File: config.mk
export PLATFORM = sky130hd
export DESIGN_NAME = agg_feed
export DESIGN_NICKNAME = d
export VERILOG_FILES = /design/src/rtl/agg_feed.sv
export SDC_FILE = /design/constraint.sdc
export NUM_CORES = 1
export LEC_CHECK = 0
export ABC_AREA = 1
export BUFFER_PORTS_ARGS = -buffer_cell sky130_fd_sc_hd__buf_4
export CORE_MARGIN = 5
export CORE_UTILIZATION = 40
export CTS_CLUSTER_DIAMETER = 120
export CTS_CLUSTER_SIZE = 24
export DETAILED_ROUTE_END_ITERATION = 10
export RECOVER_POWER = 25
export SETUP_SLACK_MARGIN = 0.05
export SYNTH_ARGS = -nofsm -noshare
export SYNTH_HDL_FRONTEND = slang
export SYNTH_SLANG_ARGS = --single-unit
File: constraint.sdc
create_clock -name clk -period 2.5 [get_ports clk]
set_clock_uncertainty 0.2 [all_clocks]
set_input_delay 0.375 -clock clk [delete_from_list [all_inputs] [get_ports clk]]
set_output_delay 0.375 -clock clk [all_outputs]
set_load 0.02 [all_outputs]
File: src/rtl/agg_feed.sv
// agg_feed: buffers PE-array partial sums in a small FIFO and streams exactly
// terms_q values per group onto agg_in, forcing agg_in to zero between terms.
module agg_feed #(
    parameter int unsigned agg_width  = 12,
    parameter int unsigned cnt_width  = 4,
    parameter int unsigned fifo_depth = 4
) (
    input  logic                 clk,
    input  logic                 rst,
    input  logic                 start,
    input  logic [cnt_width-1:0] cfg_terms,
    input  logic                 in_valid,
    input  logic [agg_width-1:0] in_data,
    output logic                 in_ready,
    input  logic                 agg_ready,
    output logic [agg_width-1:0] agg_in,
    output logic                 agg_valid,
    output logic                 agg_last,
    output logic                 busy,
    output logic                 done
);

    localparam int unsigned ptr_w = (fifo_depth > 1) ? $clog2(fifo_depth) : 1;
    localparam int unsigned occ_w = ptr_w + 1;
    localparam logic [occ_w-1:0] occ_full = occ_w'(fifo_depth);

    localparam logic [1:0] st_idle = 2'd0;
    localparam logic [1:0] st_run  = 2'd1;
    localparam logic [1:0] st_done = 2'd2;

    logic [1:0]           state_q, state_d;
    logic [cnt_width-1:0] terms_q, terms_d;
    logic [cnt_width-1:0] acc_cnt, acc_cnt_d;
    logic [cnt_width-1:0] snd_cnt, snd_cnt_d;
    logic [cnt_width-1:0] snd_cnt_inc;
    logic [agg_width-1:0] agg_in_d;
    logic                 agg_valid_d;
    logic                 agg_last_d;
    logic                 busy_d;
    logic                 done_d;

    logic [agg_width-1:0] fifo_mem [fifo_depth];
    logic [ptr_w-1:0]     wr_ptr;
    logic [ptr_w-1:0]     rd_ptr;
    logic [occ_w-1:0]     occ;
    logic                 fifo_full;
    logic                 fifo_empty;
    logic                 push;
    logic                 pop;
    logic [agg_width-1:0] fifo_head;

    // FIFO status and handshake qualifiers, all from registered state
    assign fifo_full   = (occ == occ_full);
    assign fifo_empty  = (occ == '0);
    assign fifo_head   = fifo_mem[rd_ptr];
    assign in_ready    = (state_q == st_run) && !fifo_full && (acc_cnt < terms_q);
    assign push        = in_valid && in_ready;
    assign pop         = (state_q == st_run) && !fifo_empty && agg_ready;
    assign snd_cnt_inc = snd_cnt + cnt_width'(1);

    // Next-state, counter and output-load logic
    always_comb begin
        state_d     = state_q;
        terms_d     = terms_q;
        acc_cnt_d   = acc_cnt;
        snd_cnt_d   = snd_cnt;
        agg_in_d    = '0;
        agg_valid_d = 1'b0;
        agg_last_d  = 1'b0;

        case (state_q)
            st_idle: begin
                if (start && (cfg_terms != '0)) begin
                    state_d   = st_run;
                    terms_d   = cfg_terms;
                    acc_cnt_d = '0;
                    snd_cnt_d = '0;
                end
            end
            st_run: begin
                if (push) begin
                    acc_cnt_d = acc_cnt + cnt_width'(1);
                end
                if (pop) begin
                    agg_in_d    = fifo_head;
                    agg_valid_d = 1'b1;
                    agg_last_d  = (snd_cnt_inc == terms_q);
                    snd_cnt_d   = snd_cnt_inc;
                    if (snd_cnt_inc == terms_q) begin
                        state_d = st_done;
                    end
                end
            end
            st_done: begin
                state_d = st_idle;
            end
            default: begin
                state_d = st_idle;
            end
        endcase

        busy_d = (state_d != st_idle);
        done_d = (state_d == st_done);
    end

    // State, counters and registered outputs
    always_ff @(posedge clk) begin
        if (rst) begin
            state_q   <= st_idle;
            terms_q   <= '0;
            acc_cnt   <= '0;
            snd_cnt   <= '0;
            agg_in    <= '0;
            agg_valid <= 1'b0;
            agg_last  <= 1'b0;
            busy      <= 1'b0;
            done      <= 1'b0;
        end else begin
            state_q   <= state_d;
            terms_q   <= terms_d;
            acc_cnt   <= acc_cnt_d;
            snd_cnt   <= snd_cnt_d;
            agg_in    <= agg_in_d;
            agg_valid <= agg_valid_d;
            agg_last  <= agg_last_d;
            busy      <= busy_d;
            done      <= done_d;
        end
    end

    // FIFO storage; contents are don't-care once pointers are reset
    always_ff @(posedge clk) begin
        if (push) begin
            fifo_mem[wr_ptr] <= in_data;
        end
    end

    // FIFO pointers and occupancy; pointers wrap naturally at a power-of-two depth
    always_ff @(posedge clk) begin
        if (rst) begin
            wr_ptr <= '0;
            rd_ptr <= '0;
            occ    <= '0;
        end else begin
            if (push) begin
                wr_ptr <= wr_ptr + ptr_w'(1);
            end
            if (pop) begin
                rd_ptr <= rd_ptr + ptr_w'(1);
            end
            case ({push, pop})
                2'b10:   occ <= occ + occ_w'(1);
                2'b01:   occ <= occ - occ_w'(1);
                default: occ <= occ;
            endcase
        end
    end

endmodule
==> flow_summary.yaml, run 1 <==
timing:
  fin_crit_ns: 2.28
  relSlewSlack: 0.546
  hold_viol: 0
  rsz0062_at_grt: "false"
  setup_viol_count_final: 0
  worst_pin_slew_ns: 0.681
  final_max_slew_viol_count: 0
  timing.setup.tns_ns: 0
  finalCritPeriodShare: 0.913
  max_freq_mhz: 438
clocking:
  clockBufferDepth: 2
  cts.reportedPaths.clkPinSlew_ns: 0.09
  cts_setup_buffers: 0
  cts_root_buf: "clkbuf_8"
  postCtsHoldBufs: 0
  cts.sinks: 85
  cts_buffers: 9
  clk_latency_ns: 0.35
  cts_tree: "built"
  h-tree-depth: 3
floorplan:
  io_pins: 38
  core-area_um2: 8260
  std_cell_rows: 33
  die_w_um: 102
  die_area_um2: 10500
  die_h_um: 102
  start_util: 0.413
critical_path:
  crit_start: "terms_q[3]"
  worstSetupEndpoint: "occ[2]"
  end_kind: "flip-flop"
  reg2reg_depth: 13
  crit_chain: "inv_1 -> ha_1 -> nand2_1 -> nand3_1 -> nor2_2 -> nand3_2 -> ha_1 -> inv_1 -> fa_1 -> a21oi_1 -> o21ai_1 -> o21ai_1 -> a21oi_1"
  cp_slowest_cell: "fa_1"
  cp.arrival_ns: 2.33
  cp-start-kind: "flip-flop"
  path_class: "flip-flop to flip-flop"
  crit_required_ns: 2.54
  cp_slowest_stage_delay_ns: 0.38
  worstPathMaxFanout: 3
  r2r_setup_slack_ns: 0.22
  crit-reg2reg-launch: "terms_q[3]"
  r2r-end: "occ[2]"
final_layout:
  n_antenna_cell: 0
  design_area_um2: 3980
  area_growth_syn_to_layout_pct: 16.7
  final_cell_mix: "nor2_1, edfxtp_1, nand2_1, dfxtp_1, buf_4"
  layout.cells.non_filler: 493
  final_util: 0.482
  nets: 415
  fill_cells: 772
  drive_above_1_share: 0.152
  layout_commonest_cell: "nor2_1"
flow_run:
  maxCapViolations: 0
routing:
  wl_per_cell_um: 13.7
  drt_first_pass_iters: 7
  drcViolationCount: 0
  avgViaCountPerCell: 4.90
  routed-via-count: 2418
  postRouteAntennaNets: 0
  wirelength_um: 6780
  first_iter_violations: 96
placement:
  dp_hpwl_um: 4390
  gp_congestion: 0.793
  place_inst: 477
  placed_cell_area_um2: 3830
  io_buffers: 37
grt:
  grt_usage: 0.139
  grt_pass1_vias: 2355
  gr-total-overflow: 0
  antenna_found_initial: 0
  grt_pass1_wl_um: 11000
  grt_max_degree: 26
hold_path:
  worstHoldPathType: "input pin to flip-flop"
power_and_ir_drop:
  leakage_nw: 1.54
  p_per_area_nw_per_um2: 657
  peakVddDrop_mv: 0.283
synthesis:
  syn_nets: 370
  synth.distinct_cells: 25
  syn_inst: 338
  yosys_warnings: 0
  syn_area_um2: 3410
  yosysSeqAreaShare: 0.639
  syn_avg_cell_area_um2: 10.1
  synth-seq-cells: 85
run_status:
  status: "finished clean"
==> final cells by class <==
type / count / area (um^2) / area share
clock inverter: 6 / 53.8 / 0.0135
tap: 105 / 131 / 0.0330
multi-input combinational: 207 / 1040 / 0.262
timing repair buffer: 46 / 304 / 0.0763
sequential: 85 / 2180 / 0.548
inverter: 34 / 128 / 0.0320
clock buffer: 10 / 138 / 0.0345
==> per-layer routing <==
metal	wire [um]	global-route usage	up-vias
li1	-	-	1225
met1	2990	0.168	1123
met2	3300	0.238	58
met3	350	0.0259	12
met4	135	0.0686	0
met5	0	0	-
==> where the power goes <==
group	switching, mW	internal, mW	total [mW]
logic	0.112	0.0661	0.178
clock network	0.517	0.405	0.922
registers	0.0135	1.50	1.52
total	0.643	1.97	2.62
==> registers in the layout (all words and copies together), names as in the netlist, 2 cells and up <==
signal	count
state_q	2
fifo_mem	48
occ	3
snd_cnt	4
rd_ptr	2
wr_ptr	2
terms_q	4
agg_in	12
acc_cnt	4
==> per-stage QoR <==
| stage | hold slack, ns | setup WS [ns] | power, mW |
|---|---|---|---|
| 5_1_grt | 0.0299 | 0.0636 | 2.72 |
| 3_5_place_dp | 0.291 | 0.190 | 1.74 |
| 2_1_floorplan | 0.256 | 0.160 | 1.66 |
| 3_3_place_gp | 0.275 | 0.257 | 1.73 |
| 4_1_cts | 0.00368 | 0.175 | 2.65 |
| 6_report | 0.0341 | 0.217 | 2.62 |
==> synth_stat cells, drive strengths merged <==
library cell	instances	share of area
o21ai	34	0.050
nand3	17	0.028
a21oi	30	0.044
xnor2	1	0.0026
nand2	36	0.040
o22ai	2	0.0037
edfxtp	48	0.42
nor2	67	0.077
inv	34	0.037
clkbuf	5	0.0055
dfxtp	37	0.22
nand4	2	0.0037
nand3b	1	0.0022
ha	10	0.037
a22oi	2	0.0044
fa	1	0.0059
nor3	1	0.0015
buf	7	0.012
xor2	1	0.0026
and2	1	0.0022
nor3b	1	0.0022
==> worst max-delay path, delay by kind of cell, from the launching register on <==
family / cells / cell delay (ns)
fa+ha+maj: 3 / 0.81
compound gates: 4 / 0.42
flops: 1 / 0.33
simple gates: 4 / 0.27
buf+inv: 2 / 0.14
==> repair_timing <==
action,CTS,global route
setup endpoints to repair,0,1
endpoints found under the hold margin,0,0
gates resized for setup,0,4
==> how the worst min path moves through the flow <==
stage	end	slack, ns	cells after the start	from
finish	fifo_mem[3][9]	0.03	1	in_data[9]
CTS	fifo_mem[1][0]	0.004	1	in_data[0]
detailed placement	occ[2]	0.29	2	occ[2]
global route	fifo_mem[3][9]	0.03	1	in_data[9]
global placement	terms_q[1]	0.27	2	terms_q[1]
floorplan	terms_q[0]	0.26	2	terms_q[0]
==> cell families (layout without fill, tap and decap cells) <==
family                   after synthesis  count (layout)  synth area share
buffers and inverters                 46              96            0.0550
AO/OA/AOI/OAI                         68              68             0.102
AND/OR/NAND/NOR                      126             126             0.156
flip-flops                            85              85             0.639
XOR/XNOR                               2               2           0.00513
adder cells (fa/ha/maj)               11              11            0.0425
Note: power is estimated with default switching activity, not from simulation.
==> run 2: changes to the inputs <==
==> constraint.sdc (replaced) <==
create_clock -name clk -period 2.5 [get_ports clk]
set_clock_uncertainty 0.2 [all_clocks]
set_input_delay 0.125 -clock clk [delete_from_list [all_inputs] [get_ports clk]]
set_output_delay 0.125 -clock clk [all_outputs]
set_load 0.02 [all_outputs]
==> run 2 against run 1 <==
Effect of this change:
- clock-buffer cell count stayed put
- combinational power rose by 16%
- die area unchanged
- first-iteration DRC count increased by 20%
- critical path type unchanged
- critical endpoint unchanged
==> flow_summary.yaml, run 2 (synthesized netlist as in run 1, its figures left out) <==
clocking:
  cts_buffers: 9
  h-tree-depth: 3
  clk_latency_ns: 0.35
  cts_setup_buffers: 0
  cts.sinks: 85
  cts.reportedPaths.clkPinSlew_ns: 0.09
  cts_tree: "built"
  cts_root_buf: "clkbuf_8"
  clockBufferDepth: 2
critical_path:
  worstPathMaxFanout: 3
  path_class: "flip-flop to flip-flop"
  r2r-end: "occ[2]"
  crit_start: "terms_q[3]"
  crit_required_ns: 2.54
  path_buf_inv: 2
  end_kind: "flip-flop"
  reg2reg_depth: 13
  crit-reg2reg-launch: "terms_q[3]"
  r2r_setup_slack_ns: 0.23
  path_delay_family: "adder cells"
  cp-start-kind: "flip-flop"
  cp_slowest_cell: "fa_1"
  crit_chain: "inv_1 -> ha_1 -> nand2_1 -> nand3_1 -> nor2_2 -> nand3_2 -> ha_1 -> inv_1 -> fa_1 -> a21oi_1 -> o21ai_1 -> o21ai_1 -> a21oi_1"
  cp.arrival_ns: 2.31
  cp_slowest_stage_delay_ns: 0.38
timing:
  fin_ws_ns: 0.231
  finalCritPeriodShare: 0.908
  timing.setup.tns_ns: 0
  worst_pin_slew_ns: 0.672
  fin_crit_ns: 2.27
  hold_viol: 0
  whs_ns: 0.0767
  setup_viol_count_final: 0
  relSlewSlack: 0.552
  final_max_slew_viol_count: 0
  max_freq_mhz: 441
  rsz0062_at_grt: "false"
final_layout:
  largest_reg_flops: 48
  fill_cells: 752
  n_antenna_cell: 0
  ff_latch_area_um2: 2180
  layout_commonest_cell: "nor2_1"
  multiInputGateArea_um2: 1040
  drive_above_1_share: 0.144
  final_util: 0.508
  area_growth_syn_to_layout_pct: 22.8
  regMostFlops: "fifo_mem"
  nets: 436
  top_regs: "fifo_mem (48), agg_in (12)"
  final_cell_mix: "nor2_1, edfxtp_1, nand2_1, dfxtp_1, buf_4"
routing:
  first_iter_violations: 115
  wirelength_um: 6940
  avgViaCountPerCell: 4.82
  wl_per_cell_um: 13.5
  routed-via-count: 2480
  postRouteAntennaNets: 0
  drcViolationCount: 0
  drt_first_pass_iters: 6
grt:
  grt_usage: 0.142
  grt_pass1_vias: 2427
  grt_max_degree: 26
  gr-total-overflow: 0
  antenna_found_initial: 0
  grt_pass1_wl_um: 11300
placement:
  io_buffers: 37
  gp_congestion: 0.793
  pre_cts_slack_ns: 0.190
  dp_hpwl_um: 4390
floorplan:
  start_util: 0.413
  core-area_um2: 8260
  die_area_um2: 10500
  std_cell_rows: 33
  io_pins: 38
  die_w_um: 102
  die_h_um: 102
run_status:
  status: "finished clean"
power_and_ir_drop:
  power_mw: 2.65
  leakage_nw: 1.63
  p_per_area_nw_per_um2: 631
  peakVddDrop_mv: 0.284
hold_path:
  holdCritStartpoint: "in_valid"
  hold_path_end: "wr_ptr[0]"
  worstHoldPathType: "input pin to flip-flop"
  whs_path_depth: 4
flow_run:
  maxCapViolations: 0
-- run 2: cell types whose count changed in the layout (fill, tap and decap cells not counted), sizes merged --
| cell | before | now |
|---|---|---|
| dlygate4sd3 | 0 | 21 |
-- run 2: metrics by stage --
| stage | instance area [um^2] | cells |
|---|---|---|
| final | 4190 | 514 |
| after global routing | 4190 | 514 |
| after CTS | 4230 | 514 |
| after detailed placement | 3830 | 477 |
| after global placement | 3830 | 477 |
| after floorplan | 3410 | 338 |
-- run 2: worst max path at each step --
stage | to | slack (ns) | cells past startpoint
after floorplan | occ[2] | 0.16 | 14
after CTS | occ[2] | 0.18 | 13
final | occ[2] | 0.23 | 13
after global placement | occ[2] | 0.26 | 13
after global routing | occ[2] | 0.06 | 13
after detailed placement | occ[2] | 0.19 | 13
-- run 2: report_power, final --
group	internal (mW)	switching, mW
Combinational	0.0888	0.118
Sequential	1.50	0.0135
Clock	0.405	0.519
Total	2.00	0.650
-- run 2: timing repair --
| item | CTS | global route |
|---|---|---|
| hold buffers | 21 | 0 |
| resized for setup | 0 | 4 |
| setup endpoints to repair | 0 | 1 |
| endpoints found under the hold margin | 63 | 0 |
-- run 2: area by class of cell --
type / instances / area share
flip-flops and latches: 85 / 0.521
well taps: 105 / 0.0313
clock inverters: 6 / 0.0128
clock buffers: 10 / 0.0328
repair buffers: 67 / 0.123
multi-input cells: 207 / 0.249
inverters: 34 / 0.0304
-- run 2: per-layer routing --
layer	part of all wire	track usage
met5	0	0
met3	0.041	0.0259
met1	0.44	0.170
met2	0.50	0.246
met4	0.025	0.0716
-- run 2: tightest hold or removal path: cells and delay by family --
| kind | cells | cell delay, ns |
|---|---|---|
| compound gates | 1 | 0.08 |
| buf+inv | 2 | 0.30 |
| simple gates | 1 | 0.07 |
==> run 3: changes to the inputs <==
--- a/config.mk
+++ b/config.mk
@@ -5,7 +5,6 @@
 export SDC_FILE = /design/constraint.sdc
 export NUM_CORES = 1
 export LEC_CHECK = 0
-export ABC_AREA = 1
 export BUFFER_PORTS_ARGS = -buffer_cell sky130_fd_sc_hd__buf_4
 export CORE_MARGIN = 5
 export CORE_UTILIZATION = 40
@@ -13,7 +12,7 @@
 export CTS_CLUSTER_SIZE = 24
 export DETAILED_ROUTE_END_ITERATION = 10
 export RECOVER_POWER = 25
-export SETUP_SLACK_MARGIN = 0.05
+export SETUP_SLACK_MARGIN = 0.02
 export SYNTH_ARGS = -nofsm -noshare
 export SYNTH_HDL_FRONTEND = slang
 export SYNTH_SLANG_ARGS = --single-unit
==> run 3 against run 2 <==
Effect of this change:
- first-iteration DRC count is 14% lower
- clock power is 6.4% lower
- largest cell class unchanged
- critical path type unchanged
- core utilization is 1.8 points higher
- via count is 22% lower
- fmax is 7.0% lower
- register-to-register slack worse by 0.17 ns
- wire length is 14% lower
- largest power group unchanged
- critical endpoint unchanged
==> flow_summary.yaml, run 3 <==
run_status:
  status: "finished clean"
flow_run:
  maxCapViolations: 0
synthesis:
  synth_top_family_by_area: "simple AND/OR/NAND/NOR gates"
  synth.distinct_cells: 42
  syn_avg_cell_area_um2: 14.5
  synthTopCellsByCount: "edfxtp_1, dfxtp_1, nor2b_1"
  syn_area_um2: 3320
  synth_edf_count: 48
  yosysTopAreaCellShare: 0.435
  post-synth-top-area-cell: "edfxtp_1"
  synthAdderAreaFrac: 0.0438
  synthMuxAreaShare: 0.0921
  synth-seq-cells: 85
  syn_nets: 261
  synth_top_flop_cell: "edfxtp_1"
  syn_inst: 229
  synth_compound_area_frac: 0.0408
  yosys-top-cells-area: "edfxtp_1, dfxtp_1, mux4_2, ha_1, nor2b_1"
  synthArstFlopShare: 0
  yosysMostFrequentCell: "edfxtp_1"
  yosysSeqAreaShare: 0.658
  yosys_warnings: 0
  synthXorXnorAreaFrac: 0.0291
  yosys.area_share.simple: 0.108
critical_path:
  cp.arrival_ns: 2.52
  end_kind: "flip-flop"
  cp-start-kind: "flip-flop"
  path_class: "flip-flop to flip-flop"
  worstPathMaxFanout: 2
  crit_required_ns: 2.59
grt:
  grt_max_degree: 22
  grt_pass1_wl_um: 9830
  grt_util_met3: 0.0360
  grt_pass1_vias: 2002
  antenna_found_initial: 0
  met1_usage: 0.158
  busiest_layer: "met2"
  gr-total-overflow: 0
  grtUsageMet2: 0.209
  grt_usage: 0.128
power_and_ir_drop:
  p_sw_frac: 0.232
  peakVddDrop_mv: 0.217
  leakage_nw: 1.55
  power_switching_mw: 0.592
  internal_power_mw: 1.96
  p_per_area_nw_per_um2: 596
  combPwrFrac: 0.071
  p_seq_frac: 0.590
  clock_power_share: 0.340
clocking:
  cts_buffers: 9
  cts_setup_buffers: 0
  cts.reportedPaths.clkPinSlew_ns: 0.09
  cts_root_buf: "clkbuf_8"
  cts_tree: "built"
  cts.sinks: 85
  clk_latency_ns: 0.34
  h-tree-depth: 3
  clockBufferDepth: 2
final_layout:
  top_regs: "fifo_mem (48), agg_in (12)"
  area_growth_syn_to_layout_pct: 28.9
  fill_cells: 683
  drive_above_1_share: 0.297
  layout_commonest_cell: "edfxtp_1"
  largest_reg_flops: 48
  final_cell_mix: "edfxtp_1, buf_4, dfxtp_1, dlygate4sd3_1, nor2b_1"
  nets: 337
  final_util: 0.526
  n_antenna_cell: 0
  regMostFlops: "fifo_mem"
  design_area_um2: 4280
timing:
  setup_viol_count_final: 0
  hold_viol: 0
  max_freq_mhz: 410
  final_max_slew_viol_count: 0
  fin_crit_ns: 2.44
  finalCritPeriodShare: 0.975
  relSlewSlack: 0.575
  worst_pin_slew_ns: 0.637
  rsz0062_at_grt: "true"
floorplan:
  die_h_um: 101
  start_util: 0.408
  io_pins: 38
  std_cell_rows: 33
  die_area_um2: 10200
  die_w_um: 101
  core-area_um2: 8130
routing:
  routed-via-count: 1946
  drcViolationCount: 0
  drt_first_pass_iters: 4
  wl_per_cell_um: 14.3
  postRouteAntennaNets: 0
  wirelength_um: 5940
  first_iter_violations: 99
  avgViaCountPerCell: 4.69
placement:
  gp_congestion: 0.791
  dp_hpwl_um: 3830
  placed_cell_area_um2: 3860
  io_buffers: 37
hold_path:
  worstHoldPathType: "input pin to flip-flop"
## run 3: cell count changes in the layout (fill, tap and decap cells not counted), moves of 5 or more
cell | before | now
mux4_2 | 0 | 12
nand3_1 | 15 | 4
xnor2_1 | 1 | 6
o21ai_0 | 32 | 2
nor2b_1 | 0 | 14
nand2_1 | 36 | 10
a21oi_1 | 30 | 11
inv_1 | 34 | 9
nor2_1 | 64 | 13
## run 3: stage by stage
stage          total power, mW  hold slack, ns  setup TNS, ns  setup slack [ns]  std cells
2_1_floorplan             1.61          0.0239              0            0.0341        229
3_3_place_gp              1.68           0.128              0            0.0433        377
3_5_place_dp              1.68           0.131              0            0.0106        377
4_1_cts                   2.57          0.0368              0            0.0310        415
5_1_grt                   2.66          0.0921        -0.0811           -0.0492        415
6_report                  2.55          0.0493              0            0.0615        415
## run 3: power by group through the flow
stage	clock [mW]	sequential [mW]	combinational (mW)
floorplan	0	1.54	0.0758
CTS	0.892	1.50	0.179
global placement	0	1.53	0.147
detailed placement	0	1.53	0.148
finish	0.865	1.50	0.181
global route	0.959	1.50	0.199
## run 3: path summary, 6_finish.rpt
kind / from / to / slack, ns / depth (start not counted)
worst max register to register: terms_q[1] / occ[2] / 0.06 / 12
worst min register to register: snd_cnt[1] / snd_cnt[1] / 0.31 / 2
worst min-delay path: agg_ready / state_q[0] / 0.05 / 4
worst max-delay path: terms_q[1] / occ[2] / 0.06 / 12
## run 3: cell type report
cell class	instances	area (um^2)	area share
repair buffers	74	623	0.146
flip-flops and latches	85	2190	0.512
multi-input cells	123	1110	0.260
well taps	105	131	0.0307
clock inverters	7	50.0	0.0117
inverters	12	50.0	0.0117
clock buffers	9	124	0.0290
## run 3: critical path, stage by stage, from the launching register on
cell and delay [ns]:
dfxtp_2 0.35, inv_2 0.05, ha_4 0.16, or3b_4 0.38, o2111ai_4 0.07, and4_4 0.28, inv_6 0.04, ha_4 0.15
inv_2 0.05, fa_2 0.18, xor2_1 0.06, or3_1 0.30, a21oi_1 0.11
## run 3: cell families after synthesis
| family | count (synthesis) |
|---|---|
| and+or+nand+nor | 64 |
| adders and majority gates | 11 |
| buffers and inverters | 21 |
| muxes | 15 |
| xor gates and xnor gates | 11 |
| AOI/OAI and AO/OA | 22 |
| DFF | 85 |
## run 3: routing by layer
layer	share of wire	vias up
met5	0	-
met4	0.011	0
met3	0.039	4
met2	0.49	30
met1	0.46	929
li1	-	983
## run 3: what timing repair did
item,CTS,global route
gates resized for setup,3,8
pin swaps,0,4
hold buffers,22,0
hold endpoints to repair,67,0
setup endpoints to repair,2,2
